[src/rtl/can_destuff_ctrl.sv]
// CAN bit de-stuffing controller: tracks equal-bit runs, flags
// stuff bits for removal, and latches stuff-rule violations.
//
// Ports:
//   Clock_SP        in   rising-edge clock
//   Reset           in   synchronous active-high reset
//   Sample_Valid    in   qualifies Bit_Input/Frame_Start/Destuff_Enable
//   Bit_Input       in   sampled bus bit (0 dominant)
//   Frame_Start     in   sampled bit is SOF
//   Destuff_Enable  in   1 inside the stuffed region
//   Bit_Output      out  last qualified bit
//   Bit_Valid       out  pulse: Bit_Output is data
//   Ignora_Bit      out  pulse: Bit_Output is a stuff bit
//   Error_Stuffing  out  sticky stuff violation
//   Stuff_Count     out  stuff bits removed this frame (mod 8)
//   Run_Length      out  current equal-bit run length
module can_destuff_ctrl #(
    parameter int STUFF_LEN = 5,
    parameter int RUN_W     = 4
) (
    input  logic             Clock_SP,
    input  logic             Reset,
    input  logic             Sample_Valid,
    input  logic             Bit_Input,
    input  logic             Frame_Start,
    input  logic             Destuff_Enable,
    output logic             Bit_Output,
    output logic             Bit_Valid,
    output logic             Ignora_Bit,
    output logic             Error_Stuffing,
    output logic [2:0]       Stuff_Count,
    output logic [RUN_W-1:0] Run_Length
);

    typedef enum logic [1:0] {
        ST_IDLE,
        ST_RUN,
        ST_ERROR
    } state_t;

    localparam logic [RUN_W-1:0] LIMIT = RUN_W'(STUFF_LEN);
    localparam logic [RUN_W-1:0] ONE   = RUN_W'(1);

    state_t           state_q, state_d;
    logic             last_q, last_d;
    logic [RUN_W-1:0] run_q, run_d;
    logic [2:0]       cnt_q, cnt_d;
    logic             err_q, err_d;
    logic             bo_q, bo_d;
    logic             bv_q, bv_d;
    logic             ig_q, ig_d;

    logic at_limit;
    logic same_bit;

    assign at_limit = (run_q == LIMIT);
    assign same_bit = (Bit_Input == last_q);

    // State and output registers
    always_ff @(posedge Clock_SP) begin
        if (Reset) begin
            state_q <= ST_IDLE;
            last_q  <= 1'b1;
            run_q   <= '0;
            cnt_q   <= '0;
            err_q   <= 1'b0;
            bo_q    <= 1'b1;
            bv_q    <= 1'b0;
            ig_q    <= 1'b0;
        end else begin
            state_q <= state_d;
            last_q  <= last_d;
            run_q   <= run_d;
            cnt_q   <= cnt_d;
            err_q   <= err_d;
            bo_q    <= bo_d;
            bv_q    <= bv_d;
            ig_q    <= ig_d;
        end
    end

    // Next-state logic
    always_comb begin
        state_d = state_q;
        if (Sample_Valid) begin
            if (Frame_Start) begin
                state_d = ST_RUN;
            end else begin
                unique case (state_q)
                    ST_RUN: begin
                        if (Destuff_Enable && at_limit && same_bit)
                            state_d = ST_ERROR;
                    end
                    default: state_d = state_q;
                endcase
            end
        end
    end

    // Output / datapath next values
    always_comb begin
        last_d = last_q;
        run_d  = run_q;
        cnt_d  = cnt_q;
        err_d  = err_q;
        bo_d   = bo_q;
        bv_d   = 1'b0;
        ig_d   = 1'b0;
        if (Sample_Valid) begin
            bo_d = Bit_Input;
            if (Frame_Start) begin
                // SOF restarts the frame ahead of any stuff check
                bv_d   = 1'b1;
                run_d  = ONE;
                last_d = Bit_Input;
                cnt_d  = '0;
                err_d  = 1'b0;
            end else begin
                unique case (state_q)
                    ST_RUN: begin
                        if (!Destuff_Enable) begin
                            // Run held at 0 so the first enabled
                            // bit can never be taken as stuff
                            bv_d   = 1'b1;
                            run_d  = '0;
                            last_d = Bit_Input;
                        end else if (at_limit) begin
                            if (!same_bit) begin
                                ig_d   = 1'b1;
                                cnt_d  = cnt_q + 3'd1;
                                run_d  = ONE;
                                last_d = Bit_Input;
                            end else begin
                                err_d = 1'b1;
                            end
                        end else begin
                            bv_d   = 1'b1;
                            last_d = Bit_Input;
                            run_d  = same_bit ? run_q + ONE : ONE;
                        end
                    end
                    default: ;
                endcase
            end
        end
    end

    assign Bit_Output     = bo_q;
    assign Bit_Valid      = bv_q;
    assign Ignora_Bit     = ig_q;
    assign Error_Stuffing = err_q;
    assign Stuff_Count    = cnt_q;
    assign Run_Length     = run_q;

endmodule

[config.mk]
export PLATFORM = sky130hd
export DESIGN_NAME = can_destuff_ctrl
export DESIGN_NICKNAME = d
export VERILOG_FILES = /design/src/rtl/can_destuff_ctrl.sv
export SDC_FILE = /design/constraint.sdc
export NUM_CORES = 1
export LEC_CHECK = 0
export ABC_AREA = 0
export ABC_CLOCK_PERIOD_IN_PS = 1310
export CORE_AREA = 2 2 45 47
export DETAILED_ROUTE_END_ITERATION = 10
export DIE_AREA = 0 0 47 49
export PLACE_DENSITY = 0.76
export SETUP_SLACK_MARGIN = 0.2
export SLEW_MARGIN = 40
export SYNTH_ARGS = -nofsm -noshare
export SYNTH_HDL_FRONTEND = slang
export SYNTH_SLANG_ARGS = --single-unit
[constraint.sdc]
create_clock -name Clock_SP -period 1.31 [get_ports Clock_SP]
set_input_delay 0.393 -clock Clock_SP [delete_from_list [all_inputs] [get_ports Clock_SP]]
set_output_delay 0.393 -clock Clock_SP [all_outputs]
set_load 0.1 [all_outputs]
==> results.cfg, run 1 <==
[timing]
slew_headroom_pct = 78.1
fin_skew_ns = 0.00540
finalCriticalPeriod_ns = 1.55
tightest_slew_ns = 0.327
rsz0062_at_grt = yes
setup_ws_ns = -0.242
post-route-period-util_pct = 118
final_hold_viol_count = 0
finalMaxSlewViolations = 0
fmax_mhz = 644
finalSetupViolCount = 12

[cells_and_area]
final_util_pct = 79.3
fill_cells = 112
num_antenna_cells = 0
area_growth_pct = 101
drive_gt1_share_pct = 61.5
regArea_um2 = 303
multi_input_area_um2 = 539
nNetsFinal = 140

[clock_network]
cts_inserted_buffers = 3
cts.path.max_buffers = 2
clock_latency_ns = 0.28
clkSinkCount = 14
tritoncts = done
htree_levels = 1
clk_pin_slew_ns = 0.09
clock-root-buffer = clkbuf_4
hold_buffers = 0

[synth]
yosysWarnings = 0
yosysTopAreaCell = dfxtp_1
ys.flop_type = dfxtp_1
syn_area_um2 = 726
synth_top_area_share_pct = 38.6
ys_ff_latch = 14
ys_async_sr_fraction_pct = 0
synth_edf_count = 0
avgSynthCellArea_um2 = 9.07
synth_cell_type_count = 34
synth-seq-area-share_pct = 38.6
ys_top_cells_by_area = dfxtp_1 (39%), ha_1 (5.2%), nand2_1 (3.6%)
synth_most_common_cell = dfxtp_1
syn_nets = 89
netlist_instances = 80
synth_common_cells = dfxtp_1 (14), nand2_1 (7), a21oi_1 (5)

[routing]
vias = 814
drc_errors = 0
ant_nets = 0
dr.pass1.iters = 4
wl_per_cell_um = 15.8
wirelength_mm = 2.48
via_per_inst = 5.18
drt_iter0_markers = 18

[die]
die_h_um = 49
dieArea_um2 = 2300
ios = 17
coreArea_um2 = 1840
fp-row-count = 16
start_util_pct = 39.4
die_w_um = 47

[run_status]
violations = setup timing
status = finished with violations

[placed_design]
dp_hpwl_mm = 1.48
port_buffers = 16
place_congestion = 0.834
pre_cts_slack_ns = -0.505

[worst_setup_path]
cp-start-kind = flip-flop
critical_path.endpoint_type = flip-flop
worst-setup-path-type = flip-flop to flip-flop
crit_required_ns = 1.50
cp_max_fo = 4
cp.arrival_ns = 1.74

[min_path]
min_path_type = flip-flop to flip-flop

[power]
p_leak_uw = 0.000594
total_power_uw = 1090
power_density_nw_per_um2 = 747
ir_worst_vdd_mv = 0.822

[grt]
antenna_found_initial = 0
grt_pass1_wl_mm = 4.08
grt_pass1_vias = 842
grt_start_max_net_pins = 9
grt_usage_pct = 24.6
grt_overflow = 0

[run]
cap_violations = 0
==> layer usage <==
metal	global-route usage (%)	wire (µm)	up-vias
met2	40.4	1290	26
met3	3.33	66	13
met4	9.72	113	0
met1	31.3	1010	382
li1	-	-	393
met5	0	0	-
==> worst max-delay path, cell delays in order, from the launching register on <==
cell     delay (ns)
dfxtp_4        0.37
inv_4          0.06
ha_4           0.13
and3b_2        0.27
a31oi_4        0.12
nor3b_2        0.24
mux2i_1        0.27
==> area by class of cell <==
type                    count  share of cell area (%)
multi-input cells          60                    36.9
inverters                   4                    1.20
well taps                  27                    2.31
clock buffers               4                    2.48
flip-flops and latches     14                    20.7
repair buffers             48                    36.4
==> sequential cells by signal, indices dropped and copies added (netlist names) <==
register	cells
last_q	1
Stuff_Count	3
Bit_Valid	1
state_q	2
Run_Length	4
Ignora_Bit	1
Error_Stuffing	1
Bit_Output	1
==> placed cells by master, fill, tap and decap left out, types with 2 or more instances in the layout <==
cell / synthesis / routed
buf_12: 0 / 11
nor3_4: 0 / 2
dfxtp_1: 14 / 2
nor3_1: 4 / 2
buf_4: 0 / 25
nand4_1: 2 / 2
a21oi_1: 5 / 4
o21ai_4: 0 / 2
ha_4: 0 / 2
dfxtp_4: 0 / 3
dlygate4sd2_1: 0 / 4
clkbuf_4: 0 / 3
o21a_1: 3 / 2
o31ai_1: 2 / 2
dfxtp_2: 0 / 9
nand2_1: 7 / 7
nor2_1: 3 / 3
nand3_1: 3 / 3
buf_6: 2 / 7
inv_1: 4 / 3
o21ai_1: 0 / 2
mux2i_1: 2 / 2
==> final timing paths <==
check	start	endpoint	slack [ns]	cells after the start
max	Run_Length[1]	Stuff_Count[2]	-0.24	6
min	Error_Stuffing	Error_Stuffing	0.51	1
max reg2reg	Run_Length[1]	Stuff_Count[2]	-0.24	6
min reg2reg	Error_Stuffing	Error_Stuffing	0.51	1
==> power breakdown <==
group / leakage (µW) / internal [µW] / switching [µW] / total, µW
clock: 0.0000210 / 169 / 147 / 316
combinational: 0.000454 / 142 / 182 / 324
sequential: 0.000119 / 436 / 16.3 / 453
==> cell families after synthesis <==
family	Yosys count	share of synthesized area [%]
and+or+nand+nor	30	22.8
muxes	2	2.76
buffers and inverters	6	5.17
AOI/OAI and AO/OA	23	22.1
xor gates and xnor gates	2	3.45
adders and majority gates	3	5.17
DFF	14	38.6
==> metrics by stage <==
stage                     setup TNS [ns]  hold slack [ns]  instances  instance area [µm²]
final                              -1.12            0.505        157                 1460
after global routing               -1.92            0.528        157                 1460
after CTS                         -0.720            0.511        156                 1420
after detailed placement           -5.55            0.490        141                 1210
after global placement             -5.34            0.480        141                 1210
after floorplan                    -1.67            0.452         80                  776
==> repair_timing <==
item	CTS	global route
setup buffers	11	1
setup endpoints to repair	25	24
pin swaps	9	6
resized for setup	27	8
Note: power is estimated with default switching activity, not from simulation.
==> inputs of run 2 (changes only) <==
--- a/config.mk
+++ b/config.mk
@@ -7,10 +7,10 @@
 export LEC_CHECK = 0
 export ABC_AREA = 0
 export ABC_CLOCK_PERIOD_IN_PS = 1310
-export CORE_AREA = 2 2 45 47
+export CORE_AREA = 2 2 46 48
 export DETAILED_ROUTE_END_ITERATION = 10
-export DIE_AREA = 0 0 47 49
-export PLACE_DENSITY = 0.76
+export DIE_AREA = 0 0 48 50
+export PLACE_DENSITY = 0.74
 export SETUP_SLACK_MARGIN = 0.2
 export SLEW_MARGIN = 40
 export SYNTH_ARGS = -nofsm -noshare
==> results.cfg, run 2 (synthesized netlist as in run 1, its figures left out) <==
[cells_and_area]
num_antenna_cells = 0
instances_no_fill = 150
largest_reg_flops = 4
final_util_pct = 75.3
area_growth_pct = 97.2
nNetsFinal = 133
layout_commonest_cell = buf_4
drive_gt1_share_pct = 65.0
mostFrequentLayoutCells = buf_4 (19), buf_12 (11), dfxtp_2 (8)

[worst_setup_path]
crit_path_start = Run_Length[1]
cp_max_fo = 3
critical_path.endpoint_type = output port
cp-start-kind = flip-flop
r2r-start = Run_Length[1]
cp_slowest_stage_delay_ns = 0.36
path_buf_inv = 3
cpMaxStageDelayCell = dfxtp_4
r2r_end = Stuff_Count[0]
cp.depth = 3
crit_chain = buf_4 > buf_6 > buf_12
crit_family = buffers and inverters
crit_required_ns = 0.92
cp.arrival_ns = 1.07
reg2reg_depth = 6
cp-endpoint = Run_Length[1]
worst-setup-path-type = flip-flop to output port
rrSetupSlack_ns = -0.15

[clock_network]
tritoncts = done
clkSinkCount = 14
cts.path.max_buffers = 2
cts_inserted_buffers = 3
htree_levels = 1
clock-root-buffer = clkbuf_4
clock_latency_ns = 0.30
clk_pin_slew_ns = 0.09

[power]
ir_worst_vdd_mv = 0.967
power_density_nw_per_um2 = 727
total_power_uw = 1040
p_leak_uw = 0.000577

[timing]
holdWs_ns = 0.481
fmax_mhz = 684
post-route-period-util_pct = 112
rsz0062_at_grt = yes
final_hold_viol_count = 0
setup_ws_ns = -0.151
finalMaxSlewViolations = 0
tightest_slew_ns = 0.388
fin_skew_ns = 0.00895
finalSetupViolCount = 12
slew_headroom_pct = 74.0
finalCriticalPeriod_ns = 1.46

[routing]
dr.pass1.iters = 6
via_per_inst = 5.16
ant_nets = 0
wirelength_mm = 2.12
drc_errors = 0
drt_iter0_markers = 16
vias = 774
wl_per_cell_um = 14.1

[die]
die_w_um = 48
dieArea_um2 = 2400
die_h_um = 50
start_util_pct = 38.2
ios = 17
coreArea_um2 = 1900
fp-row-count = 16

[grt]
grt_pass1_vias = 767
grt_start_max_net_pins = 9
grt_usage_pct = 19.5
antenna_found_initial = 0
grt_overflow = 0
grt_pass1_wl_mm = 3.34

[run_status]
violations = setup timing
status = finished with violations

[placed_design]
place_congestion = 0.860
post-place-cells = 139
port_buffers = 16
dp_hpwl_mm = 1.46
pre_cts_slack_ns = -0.552

[run]
cap_violations = 0

[min_path]
min_path_type = flip-flop to flip-flop
hold_path_depth = 1
## run 2: per-stage QoR
step / cell area [µm²] / setup TNS (ns)
6_report: 1430 / -0.730
3_3_place_gp: 1190 / -5.90
3_5_place_dp: 1190 / -6.26
4_1_cts: 1310 / -0.908
5_1_grt: 1430 / -1.36
2_1_floorplan: 776 / -1.67
## run 2: where the power goes
part	switching, µW	leakage (µW)	total, µW	internal, µW
registers	14.7	0.000120	449	434
clock network	152	0.0000150	271	119
logic	185	0.000442	320	136
total	351	0.000577	1040	689
## run 2: metal layers
metal	part of all wire, %	up-vias	track usage, %
li1	-	378	-
met1	41	374	22.7
met2	53	16	32.4
met3	2.4	6	3.66
met5	0	-	0
met4	3.5	0	9.46
## run 2: worst register-to-register path, stage by stage (launching register included)
cell      delay, ns
dfxtp_4        0.36
inv_4          0.06
ha_4           0.13
and3b_2        0.27
a31oi_4        0.13
or3_1          0.33
a21boi_1       0.12
## run 2: how the worst min path moves through the flow
stage	startpoint	endpoint	slack [ns]
after floorplan	Reset	Run_Length[2]	0.45
after global placement	Error_Stuffing	Error_Stuffing	0.48
after detailed placement	Error_Stuffing	Error_Stuffing	0.48
after global routing	Error_Stuffing	Error_Stuffing	0.51
final	Error_Stuffing	Error_Stuffing	0.48
after CTS	Error_Stuffing	Error_Stuffing	0.50
## run 2: layout make-up
cell class | count | area [µm²]
Inverter | 4 | 17.5
Clock buffer | 4 | 26.3
Sequential cell | 14 | 305
Timing Repair Buffer | 41 | 474
Multi-Input combinational cell | 60 | 574
Tap cell | 27 | 33.8
Fill cell | 128 | 470
## run 2: timing repair
| action | CTS | global route |
|---|---|---|
| buffers inserted | 5 | 2 |
| cloned | 0 | 0 |
| endpoints found under the setup margin | 25 | 25 |
| gates resized for setup | 21 | 22 |
| pin swaps | 7 | 13 |
| hold buffers | 0 | 0 |
